===== config.mk =====
export PLATFORM = sky130hd
export DESIGN_NAME = rise_counter_flat
export DESIGN_NICKNAME = d
export VERILOG_FILES = /design/src/rtl/rise_counter_if.sv /design/src/rtl/rise_counter.sv /design/src/flat_wrapper.sv
export SDC_FILE = /design/constraint.sdc
export NUM_CORES = 1
export LEC_CHECK = 0
export BUFFER_PORTS_ARGS = -buffer_cell sky130_fd_sc_hd__buf_2
export CORE_MARGIN = 2
export CORE_UTILIZATION = 59
export CTS_CLUSTER_SIZE = 28
export DETAILED_ROUTE_END_ITERATION = 16
export PLACE_DENSITY = 0.82
export SYNTH_ARGS = -nofsm -noshare
export SYNTH_HDL_FRONTEND = slang
export SYNTH_SLANG_ARGS = --single-unit

===== constraint.sdc =====
create_clock -name clk -period 3.3 [get_ports clk]
set_input_delay 0.165 -clock clk [delete_from_list [all_inputs] [get_ports clk]]
set_output_delay 0.165 -clock clk [all_outputs]
set_load 0.02 [all_outputs]

===== src/rtl/rise_counter_if.sv =====
// rise_counter_if
//   Signal bundle between the jump controller and its user.
//   master : drives enable, jump, y_start; observes the rise outputs.
//   slave  : the rise_counter side; drives y_out, move, rising, apex, period.
//   Signals:
//     enable  - global run/pause
//     jump    - launch request (honoured only while idle)
//     y_start - launch y coordinate
//     y_out   - current y coordinate
//     move    - one-cycle pulse when y_out steps during a rise
//     rising  - high while a rise is in progress
//     apex    - one-cycle pulse when the rise ends
//     period  - current tick period in clk cycles
interface rise_counter_if;
    logic        enable;
    logic        jump;
    logic [7:0]  y_start;
    logic [7:0]  y_out;
    logic        move;
    logic        rising;
    logic        apex;
    logic [25:0] period;

    modport master (
        output enable, jump, y_start,
        input  y_out, move, rising, apex, period
    );

    modport slave (
        input  enable, jump, y_start,
        output y_out, move, rising, apex, period
    );
endinterface


===== src/rtl/rise_counter.sv =====
// rise_counter
//   Upward-motion (jump) controller for the player sprite. A jump request in
//   IDLE starts a rise: y decreases by Y_STEP every time the tick counter
//   reaches the current period, and each step lengthens the period by
//   PERIOD_STEP so the sprite decelerates. The rise ends (one-cycle apex) when
//   the period reaches APEX_PERIOD or the ceiling Y_MIN is hit.
//   Ports:
//     clk    - clock
//     resetn - synchronous, active-low reset
//     bus    - rise_counter_if.slave (enable, jump, y_start in;
//              y_out, move, rising, apex, period out; all outputs registered)
module rise_counter #(
    parameter logic [25:0] START_PERIOD = 26'd5000000,
    parameter logic [25:0] PERIOD_STEP  = 26'd300000,
    parameter logic [25:0] APEX_PERIOD  = 26'd25000000,
    parameter logic [2:0]  Y_STEP       = 3'd1,
    parameter logic [7:0]  Y_MIN        = 8'd0
) (
    input  logic           clk,
    input  logic           resetn,
    rise_counter_if.slave  bus
);

    localparam logic [1:0] S_IDLE = 2'd0;
    localparam logic [1:0] S_RISE = 2'd1;
    localparam logic [1:0] S_APEX = 2'd2;

    logic [1:0]  state;
    logic [1:0]  state_nxt;
    logic [25:0] counter;
    logic        step;
    logic        ceil_hit;
    logic [26:0] period_sum;
    logic [25:0] period_sat;

    always_comb begin
        step       = (state == S_RISE) && bus.enable && (counter >= bus.period);
        // 9-bit compare so Y_MIN+Y_STEP cannot wrap
        ceil_hit   = ({1'b0, bus.y_out} < ({1'b0, Y_MIN} + {6'd0, Y_STEP}));
        // 27-bit sum so a large step saturates instead of wrapping
        period_sum = {1'b0, bus.period} + {1'b0, PERIOD_STEP};
        period_sat = (period_sum >= {1'b0, APEX_PERIOD}) ? APEX_PERIOD : period_sum[25:0];

        state_nxt = state;
        case (state)
            S_IDLE: if (bus.enable && bus.jump) state_nxt = S_RISE;
            S_RISE: if (step && (ceil_hit || (period_sat >= APEX_PERIOD))) state_nxt = S_APEX;
            S_APEX: state_nxt = S_IDLE;
            default: state_nxt = S_IDLE;
        endcase
    end

    always_ff @(posedge clk) begin
        if (!resetn) begin
            state      <= S_IDLE;
            counter    <= '0;
            bus.y_out  <= bus.y_start;
            bus.period <= START_PERIOD;
            bus.move   <= 1'b0;
            bus.apex   <= 1'b0;
            bus.rising <= 1'b0;
        end else begin
            state      <= state_nxt;
            bus.move   <= step;
            bus.apex   <= (state_nxt == S_APEX);
            bus.rising <= (state_nxt == S_RISE);
            case (state)
                S_RISE: begin
                    if (step) begin
                        counter    <= '0;
                        bus.period <= period_sat;
                        bus.y_out  <= ceil_hit ? Y_MIN : (bus.y_out - {5'd0, Y_STEP});
                    end else if (bus.enable) begin
                        counter <= counter + 26'd1;
                    end
                end
                // y_out is stable for the whole APEX cycle; the reload on the
                // APEX->IDLE edge makes the first IDLE cycle already show y_start.
                default: begin
                    counter    <= '0;
                    bus.y_out  <= bus.y_start;
                    bus.period <= START_PERIOD;
                end
            endcase
        end
    end

endmodule


===== src/flat_wrapper.sv =====
// flat-port wrapper written by rule: the top's interface ports become plain ports
module rise_counter_flat 
#(
    parameter logic [25:0] START_PERIOD = 26'd5000000,
    parameter logic [25:0] PERIOD_STEP  = 26'd300000,
    parameter logic [25:0] APEX_PERIOD  = 26'd25000000,
    parameter logic [2:0]  Y_STEP       = 3'd1,
    parameter logic [7:0]  Y_MIN        = 8'd0
)
  (clk, resetn, bus_enable, bus_jump, bus_y_start, bus_y_out, bus_move, bus_rising, bus_apex, bus_period);
  rise_counter_if bus_i ();
  input  logic clk;
  input  logic resetn;
  input wire logic [$bits(bus_i.enable)-1:0] bus_enable;
  input wire logic [$bits(bus_i.jump)-1:0] bus_jump;
  input wire logic [$bits(bus_i.y_start)-1:0] bus_y_start;
  output wire logic [$bits(bus_i.y_out)-1:0] bus_y_out;
  output wire logic [$bits(bus_i.move)-1:0] bus_move;
  output wire logic [$bits(bus_i.rising)-1:0] bus_rising;
  output wire logic [$bits(bus_i.apex)-1:0] bus_apex;
  output wire logic [$bits(bus_i.period)-1:0] bus_period;
  assign bus_i.enable = bus_enable;
  assign bus_i.jump = bus_jump;
  assign bus_i.y_start = bus_y_start;
  assign bus_y_out = bus_i.y_out;
  assign bus_move = bus_i.move;
  assign bus_rising = bus_i.rising;
  assign bus_apex = bus_i.apex;
  assign bus_period = bus_i.period;
  rise_counter #(.START_PERIOD(START_PERIOD), .PERIOD_STEP(PERIOD_STEP), .APEX_PERIOD(APEX_PERIOD), .Y_STEP(Y_STEP), .Y_MIN(Y_MIN)) u_core (.clk(clk), .resetn(resetn), .bus(bus_i));
endmodule

# [Yosys cells after proc, flatten, opt, wreduce, memory -nomap -nowiden]
# Cells that the tools add are included.
[word_totals] out_inout_bits=37 reg_bits=65 n_memories=0 in_bits=12 mem_bits_rw=0 latch_bits=0 rom_bits=0
[op_classes] div=0 n_reduce_logical=8 n_bitwise=2 shifts=0 multipliers=0 n_addsub=3 n_lt_le_gt_ge=4 n_eq_ne=4 muxes=8
[ops] cell="8-bit 2-to-1 mux" n=4
[ops] cell="26-bit by 19-bit adder with 27-bit output (second input constant)" n=1
[ops] cell="27-bit by 25-bit >= comparator with 1-bit output (second input constant)" n=1
[ops] cell="26-bit by 1-bit adder with 26-bit output (second input constant)" n=1
[ops] cell="26-bit by 25-bit >= comparator with 1-bit output (second input constant)" n=1
[ops] cell="26-bit >= comparator" n=1
[ops] cell="26-bit 2-to-1 mux" n=1
[ops] cell="8-bit by 1-bit < comparator with 1-bit output (second input constant)" n=1
[ops] cell="8-bit by 1-bit subtractor with 8-bit output (second input constant)" n=1
[ops] cell="2-bit by 1-bit == test with 1-bit output (second input constant)" n=2
[ops] cell="1-bit logical AND" n=4
[ops] cell="2-bit 2-to-1 mux" n=2
[ops] cell="2-bit case mux with 2 select lines" n=1
[ops] cell="3-bit by 2-bit != test with 1-bit output (second input constant)" n=1
[ops] cell="3-bit OR reduction" n=1
[ops] cell="2-bit == test (second input constant)" n=1
[ops] cell="2-bit zero test" n=1
[ops] cell="1-bit NOT" n=2
[ops] cell="2-bit AND reduction" n=1
[ops] cell="1-bit logical OR" n=1

# [Longest topological paths before layout]
# Gate-level depths: netlist (run 1).
[logic_depth] word_depth=9 depth_mapped=13 ltp_nobuf=11

# [Least setup slack after synthesis (run 1)]
# No wires, ideal clock.
[synth_timing] path_type="register to register" startpoint="register u_core.bus.period[13]" endpoint="register u_core.bus.y_out[0] (enable)" setup_ns=0.376 setup_slack_ns=0.180 required_time_ns=2.924 path_buffers=2 stages_incl_launch_ff=12 arrival_time_ns=2.745 cell_sequence="dfxtp_1 > buf_2 > inv_1 > ha_1 > nand4_1 > a2111oi_0 > o21ai_1 > and4_1 > nor2_2 > nor2_1 > clkinv_1 > clkbuf_1"
[synth_via] elab_chain_cells=3
[synth_rtl] item="from (decl)" line_no="rise_counter_if.sv:31" rtl="output y_out, move, rising, apex, period"
[synth_rtl] item="from (signal assigned)" line_no="rise_counter.sv:71" rtl="bus.period <= period_sat;"
[synth_rtl] item="26-bit >= comparator" line_no="rise_counter.sv:37" rtl="step = (state == S_RISE) && bus.enable && (counter >= bus.period);"
[synth_rtl] item="1-bit logical AND" line_no="rise_counter.sv:37"
[synth_rtl] item="3-bit by 2-bit != test with 1-bit output (no line)"
[synth_rtl] item="to (signal assigned)" line_no="rise_counter.sv:57" rtl="bus.y_out <= bus.y_start;"
[synth_rtl] item="to (signal assigned)" line_no="rise_counter.sv:72" rtl="bus.y_out <= ceil_hit ? Y_MIN : (bus.y_out - {5'd0, Y_STEP});"
[synth_rtl] item="to (signal assigned)" line_no="rise_counter.sv:81" rtl="bus.y_out <= bus.y_start;"
[synth_rtl] item="to (decl)" line_no="rise_counter_if.sv:31"
# No other way between the ends.
# A chain may end at the register's enable or synchronous reset.

# [Worst setup path in the final report (run 1)]
[layout_timing] startpoint="register u_core.bus.period[6]" endpoint="register u_core.bus.period[9]"
[layout_via] elab_chain_cells=3 word_cells_on_any_way=5 cone_classes="add/sub: 1; order compare: 2; mux: 1; reduce/logical: 1"
[layout_rtl] item="26-bit by 19-bit adder with 27-bit output" line_no="rise_counter.sv:41" rtl="period_sum = {1'b0, bus.period} + {1'b0, PERIOD_STEP};"
[layout_rtl] item="27-bit by 25-bit >= comparator with 1-bit output" line_no="rise_counter.sv:42" rtl="period_sat = (period_sum >= {1'b0, APEX_PERIOD}) ? APEX_PERIOD : period_sum[25:0];"
[layout_rtl] item="26-bit 2-to-1 mux" line_no="rise_counter.sv:42"
# Parallel ways exist; a longest one is shown, timed or not.

==> results.sh, run 1 <==
export IMPL_async_flop_share=0
export IMPL_rsz_0062_raised_after_global_routing="no"
export IMPL_cts_buffer_depth=2
export IMPL_final_max_slew_violation_count=0
export IMPL_fp_dieArea_um2=7397
export IMPL_place_congestion=0.9086
export IMPL_worstPathRequired_ps=3550
export IMPL_rr_worst_depth=11
export IMPL_ys_types=65
export IMPL_grt_overflow_total=0
export IMPL_status="completed"
export IMPL_worstPathCellList="inv_1, ha_1, nor4b_4, o311a_1, o21ai_0, mux2i_1, a311o_2, o21ai_4, buf_12, o21ai_1, a221o_1"
export IMPL_ys_flop_type="sky130_fd_sc_hd__dfxtp_1"
export IMPL_number_of_max_capacitance_violations_reported=0
export IMPL_placedInstanceArea_um2=4333
export IMPL_drt_iter0_markers=278
export IMPL_first_pass_iters=5
export IMPL_timing_clock_skew_ps=9.799
export IMPL_layout_common_cells="56 x sky130_fd_sc_hd__dfxtp_1, 48 x sky130_fd_sc_hd__buf_2, 47 x sky130_fd_sc_hd__nor2_1, 47 x sky130_fd_sc_hd__nand2_1"
export IMPL_syn_nets=508
export IMPL_fillers=516
export IMPL_drtAntennaViolNets=0
export IMPL_number_of_buffer_cells_added_on_primary_ports=48
export IMPL_detail_route_vias_per_cell=6.171
export IMPL_ports_placed_on_the_boundary=49
export IMPL_cp_start_kind="register"
export IMPL_worst_ep_arrival_time_ps=3320
export IMPL_initial_core_util=0.6178
export IMPL_numCtsBuffers=9
export IMPL_hold_viol=0
export IMPL_power_ir_vdd_worst_uv=333.5
export IMPL_detail_route_wirelength_um=9887
export IMPL_number_of_cells_on_the_worst_hold_path=2
export IMPL_grt_start_max_net_pins=33
export IMPL_htreeDepth=3
export IMPL_first_global_vias=3496
export IMPL_clock_sinks=65
export IMPL_grt_pass1_wl_um=16370
export IMPL_placementRows=29
export IMPL_finalInstanceArea_um2=4564
export IMPL_timing_fmax_mhz=325.7
export IMPL_critPathCaptureType="register"
export IMPL_clock_tree_from_tritoncts="done"
export IMPL_seq_power_share=0.512
export IMPL_synth_edff_count=8
export IMPL_post_route_period_util=0.9304
export IMPL_clk_insertion_delay_late_ps=360
export IMPL_antenna_found_initial=0
export IMPL_core_area_um2=6422
export IMPL_ctsRootBufferMaster="sky130_fd_sc_hd__clkbuf_8"
export IMPL_power_report_internal_total_mw=1.203
export IMPL_worst_slew_pin_slew_ps=530.9
export IMPL_layout_nets=566
export IMPL_dp_slack_ps=113.9
export IMPL_cpMaxStageDelayCell="sky130_fd_sc_hd__dfxtp_1"
export IMPL_post_synth_instance_area_um2=3968
export IMPL_area_growth_pct=15.04
export IMPL_final_layout_size_suffix_gt1_frac=0.1830
export IMPL_power_density_nw_per_um2=353.5
export IMPL_postSynthRegisterBits=65
export IMPL_finalSetupViolCount=0
export IMPL_pwr_share_comb=0.053
export IMPL_total_global_route_track_usage=0.2780
export IMPL_post_cts_hold_buffer_count=0
export IMPL_switchingPower_uw=409.9
export IMPL_die_width_um=86.01
export IMPL_num_antenna_cells=0
export IMPL_routed_wire_length_per_instance_um=16.29
export IMPL_min_path_type="in2reg"
export IMPL_vias=3746
export IMPL_die_height_um=86.01
export IMPL_clock_power_share=0.435
export IMPL_syn_instance_count=467
export IMPL_post_synth_cell_area_avg_um2=8.496
export IMPL_hold_ws_ps=80.15
export IMPL_cts_clk_slew_worst_paths_ps=80
export IMPL_final_period_minus_worst_setup_slack_ps=3070
export IMPL_worst_slack_ps=229.6
export IMPL_critical_path_class="reg2reg"
export IMPL_cp_max_stage_delay_ps=480
export IMPL_route_detailed_drc=0
export IMPL_switching_share=0.2541
export IMPL_timing_critical_path_fanout_max=13
export IMPL_synthesis_yosys_warnings=0
export IMPL_timing_max_slew_rel_slack=0.6440
export IMPL_synth_yosys_seq_area_share=0.3482
export IMPL_leading_cell_type_in_the_layout_fill_and_taps_excluded="sky130_fd_sc_hd__dfxtp_1"
export IMPL_setup_tns_ps=0
export IMPL_dp_hpwl_um=7294
export IMPL_p_leak_nw=1.834
==> logic make-up after synthesis <==
kind of cell	share of synthesized area
xor+xnor	0.07726
flops	0.3482
buf+inv	0.05140
fa+ha+maj	0.09145
mux	0.005046
compound gates	0.1927
simple gates	0.2340
==> repair_timing <==
action	4_1_cts	5_1_grt
setup endpoints to repair	0	17
gates resized for setup	0	2
buffers inserted	0	2
==> through the flow <==
stage	power, mW	util	cells
3_5_place_dp	0.9293	0.6747	589
3_3_place_gp	0.9270	0.6747	589
5_1_grt	1.660	0.7107	607
6_report	1.613	0.7107	607
2_1_floorplan	0.8991	-	467
4_1_cts	1.616	0.7062	605
==> worst paths after layout <==
check | from | slack [ps] | to
setup reg to reg | u_core.bus.period[6] | 230 | u_core.bus.period[9]
hold / removal | resetn | 80 | u_core.bus.move
setup / recovery | u_core.bus.period[6] | 230 | u_core.bus.period[9]
hold reg to reg | u_core.bus.period[16] | 490 | u_core.bus.period[16]
==> worst max-delay path: cells and delay by family (launching register included) <==
kind	cells	cell delay [ps]
adders and majority gates	1	280
and+or+nand+nor	1	190
muxes	1	130
buffers and inverters	2	260
AOI/OAI and AO/OA	6	1600
DFF	1	480
==> flip-flops by register name (all words and copies together), names as in the netlist <==
name and count:
u_core.bus.period 26, u_core.counter 26, u_core.bus.y_out 8, u_core.state 2, u_core.bus.apex 1, u_core.bus.move 1
u_core.bus.rising 1
==> power groups by stage <==
| stage | Combinational, mW | Clock, mW | Sequential (mW) |
|---|---|---|---|
| final | 0.0857 | 0.701 | 0.826 |
| after global routing | 0.0940 | 0.737 | 0.829 |
| after CTS | 0.0852 | 0.704 | 0.826 |
| after detailed placement | 0.0849 | 0 | 0.844 |
| after global placement | 0.0835 | 0 | 0.844 |
| after floorplan | 0.0435 | 0 | 0.856 |
==> per-layer routing <==
metal,global-route usage,part of all wire,vias up
met5,0,0,-
met4,0.1472,0.027,0
met3,0.04812,0.062,33
met2,0.4172,0.45,157
met1,0.3813,0.46,1745
li1,-,-,1811
==> area by class of cell <==
type / instances / area (um2) / share of cell area
multi-input cells: 353 / 2382 / 0.5219
clock inverters: 7 / 78.83 / 0.01727
well taps: 77 / 96.34 / 0.02111
clock buffers: 9 / 123.9 / 0.02714
repair buffers: 66 / 387.9 / 0.08498
flip-flops and latches: 65 / 1383 / 0.3029
inverters: 30 / 112.6 / 0.02467
==> synth_stat cells (8+ instances only) <==
master | instances | area [um2]
sky130_fd_sc_hd__xnor2_1 | 17 | 148.9
sky130_fd_sc_hd__edfxtp_1 | 8 | 240.2
sky130_fd_sc_hd__nor2_1 | 47 | 176.4
sky130_fd_sc_hd__nand3_1 | 15 | 75.07
sky130_fd_sc_hd__nand2_1 | 47 | 176.4
sky130_fd_sc_hd__dfxtp_1 | 57 | 1141
sky130_fd_sc_hd__xor2_1 | 18 | 157.7
sky130_fd_sc_hd__o21ai_0 | 13 | 65.06
sky130_fd_sc_hd__o31ai_1 | 12 | 90.09
sky130_fd_sc_hd__nor3_1 | 11 | 55.05
sky130_fd_sc_hd__and2_1 | 10 | 62.56
sky130_fd_sc_hd__nand4_1 | 13 | 81.33
sky130_fd_sc_hd__inv_1 | 29 | 108.9
sky130_fd_sc_hd__o21ai_1 | 11 | 55.05
sky130_fd_sc_hd__ha_1 | 29 | 362.9
sky130_fd_sc_hd__a21oi_1 | 20 | 100.1
sky130_fd_sc_hd__clkbuf_1 | 11 | 41.29
(Power assumes the default switching activity.)
==> run 2, diff against run 1 <==
--- a/config.mk
+++ b/config.mk
@@ -10,6 +10,7 @@
 export CORE_UTILIZATION = 59
 export CTS_CLUSTER_SIZE = 28
 export DETAILED_ROUTE_END_ITERATION = 16
+export HOLD_SLACK_MARGIN = 0.1
 export PLACE_DENSITY = 0.82
 export SYNTH_ARGS = -nofsm -noshare
 export SYNTH_HDL_FRONTEND = slang
==> results.sh, run 2 (synthesized netlist as in run 1, its figures left out) <==
export IMPL_rr_worst_depth=11
export IMPL_ctsRootBufferMaster="sky130_fd_sc_hd__clkbuf_8"
export IMPL_route_detailed_drc=0
export IMPL_final_period_minus_worst_setup_slack_ps=3065
export IMPL_number_of_cells_on_the_worst_hold_path=2
export IMPL_area_growth_pct=17.00
export IMPL_switchingPower_uw=417.3
export IMPL_power_density_nw_per_um2=350.3
export IMPL_detail_route_wirelength_um=10210
export IMPL_critical_path_class="reg2reg"
export IMPL_first_global_vias=3540
export IMPL_fp_dieArea_um2=7397
export IMPL_die_height_um=86.01
export IMPL_final_max_slew_violation_count=0
export IMPL_grt_start_max_net_pins=33
export IMPL_rsz_0062_raised_after_global_routing="no"
export IMPL_num_antenna_cells=0
export IMPL_antenna_found_initial=0
export IMPL_first_pass_iters=5
export IMPL_worstPathRequired_ps=3560
export IMPL_die_width_um=86.01
export IMPL_clock_power_share=0.434
export IMPL_clock_tree_from_tritoncts="done"
export IMPL_detail_route_vias_per_cell=6.158
export IMPL_final_layout_size_suffix_gt1_frac=0.1822
export IMPL_power_ir_vdd_worst_uv=334.4
export IMPL_cts_buffer_depth=2
export IMPL_routed_wire_length_per_instance_um=16.61
export IMPL_total_global_route_track_usage=0.2840
export IMPL_place_congestion=0.9086
export IMPL_finalSetupViolCount=0
export IMPL_timing_critical_path_fanout_max=11
export IMPL_cts_clk_slew_worst_paths_ps=80
export IMPL_pwr_share_comb=0.058
export IMPL_worst_ep_arrival_time_ps=3320
export IMPL_placedInstanceArea_um2=4333
export IMPL_vias=3787
export IMPL_timing_clock_skew_ps=9.042
export IMPL_number_of_buffer_cells_added_on_primary_ports=48
export IMPL_p_leak_nw=1.869
export IMPL_timing_fmax_mhz=326.3
export IMPL_hold_viol=0
export IMPL_layout_common_cells="56 x sky130_fd_sc_hd__dfxtp_1, 48 x sky130_fd_sc_hd__buf_2, 47 x sky130_fd_sc_hd__nor2_1, 47 x sky130_fd_sc_hd__nand2_1"
export IMPL_number_of_max_capacitance_violations_reported=0
export IMPL_min_path_type="in2reg"
export IMPL_numCtsBuffers=9
export IMPL_hold_ws_ps=103.1
export IMPL_initial_core_util=0.6178
export IMPL_clk_insertion_delay_late_ps=360
export IMPL_htreeDepth=3
export IMPL_top_registers="u_core.bus.period: 26 flops, u_core.counter: 26 flops, u_core.bus.y_out: 8 flops"
export IMPL_drtAntennaViolNets=0
export IMPL_placementRows=29
export IMPL_dp_hpwl_um=7294
export IMPL_setup_tns_ps=0
export IMPL_fillers=508
export IMPL_layout_nets=574
export IMPL_leading_cell_type_in_the_layout_fill_and_taps_excluded="sky130_fd_sc_hd__dfxtp_1"
export IMPL_clock_sinks=65
export IMPL_ports_placed_on_the_boundary=49
export IMPL_grt_pass1_wl_um=16680
export IMPL_power_report_internal_total_mw=1.209
export IMPL_drt_iter0_markers=283
export IMPL_grt_overflow_total=0
export IMPL_worst_slew_pin_slew_ps=521.8
export IMPL_cp_start_kind="register"
export IMPL_status="completed"
export IMPL_finalInstanceArea_um2=4642
export IMPL_reg2reg_setup_slack_ps=240
export IMPL_post_route_period_util=0.9288
export IMPL_critPathCaptureType="register"
export IMPL_switching_share=0.2566
export IMPL_core_area_um2=6422
export IMPL_seq_power_share=0.508
export IMPL_timing_max_slew_rel_slack=0.6492
-- run 2: cell types whose count changed in the layout (fill, tap and decap cells not counted), sizes merged --
cell / previous run / this run
dlygate4sd3: 0 / 7
buf: 66 / 67
-- run 2: routing by layer --
layer,GRT usage,vias to the layer above,share of wire
met5,0,-,0
met4,0.1558,0,0.030
met3,0.05005,34,0.061
met2,0.4278,144,0.45
met1,0.3855,1775,0.46
li1,-,1834,-
-- run 2: cell type report --
class / instances / area, um2 / share of cell area
Tap cell: 77 / 96.34 / 0.02075
Timing Repair Buffer: 74 / 465.4 / 0.1003
Clock buffer: 9 / 123.9 / 0.02668
Inverter: 30 / 112.6 / 0.02426
Clock inverter: 7 / 78.83 / 0.01698
Multi-Input combinational cell: 353 / 2382 / 0.5132
Sequential cell: 65 / 1383 / 0.2978
-- run 2: timing repair --
action / in CTS / in global routing
setup buffers: 0 / 3
resized for setup: 0 / 2
setup endpoints to repair: 0 / 18
hold buffers: 7 / 0
hold endpoints to repair: 7 / 0
-- run 2: path summary, 6_finish.rpt --
kind                                       startpoint                     to
worst max-delay path             u_core.bus.period[6]   u_core.bus.period[9]
worst min-delay path                   bus_y_start[5]    u_core.bus.y_out[5]
worst max register to register   u_core.bus.period[6]   u_core.bus.period[9]
worst min register to register  u_core.bus.period[16]  u_core.bus.period[16]
-- run 2: per-stage QoR --
step,power [mW],instances,util,setup slack [ps]
finish,1.626,615,0.7228,235.0
global route,1.666,615,0.7228,11.67
CTS,1.622,612,0.7171,100.3
detailed placement,0.9293,589,0.6747,113.9
global placement,0.9270,589,0.6747,101.8
floorplan,0.8991,467,-,179.7
-- run 2: power groups by stage --
stage / Combinational (mW) / Clock [mW] / Sequential [mW]
finish: 0.0939 / 0.706 / 0.826
CTS: 0.0917 / 0.704 / 0.826
global placement: 0.0835 / 0 / 0.844
global route: 0.102 / 0.735 / 0.829
floorplan: 0.0435 / 0 / 0.856
detailed placement: 0.0849 / 0 / 0.844
-- run 2: worst max-delay path: stages (launching register included) --
cell and delay [ps]:
sky130_fd_sc_hd__dfxtp_1 470, sky130_fd_sc_hd__inv_1 110, sky130_fd_sc_hd__ha_1 280, sky130_fd_sc_hd__nor4b_4 190
sky130_fd_sc_hd__o311a_1 370, sky130_fd_sc_hd__o21ai_0 310, sky130_fd_sc_hd__mux2i_1 130, sky130_fd_sc_hd__a311o_2 470
sky130_fd_sc_hd__o21ai_4 100, sky130_fd_sc_hd__buf_12 150, sky130_fd_sc_hd__o21ai_1 80, sky130_fd_sc_hd__a221o_1 290
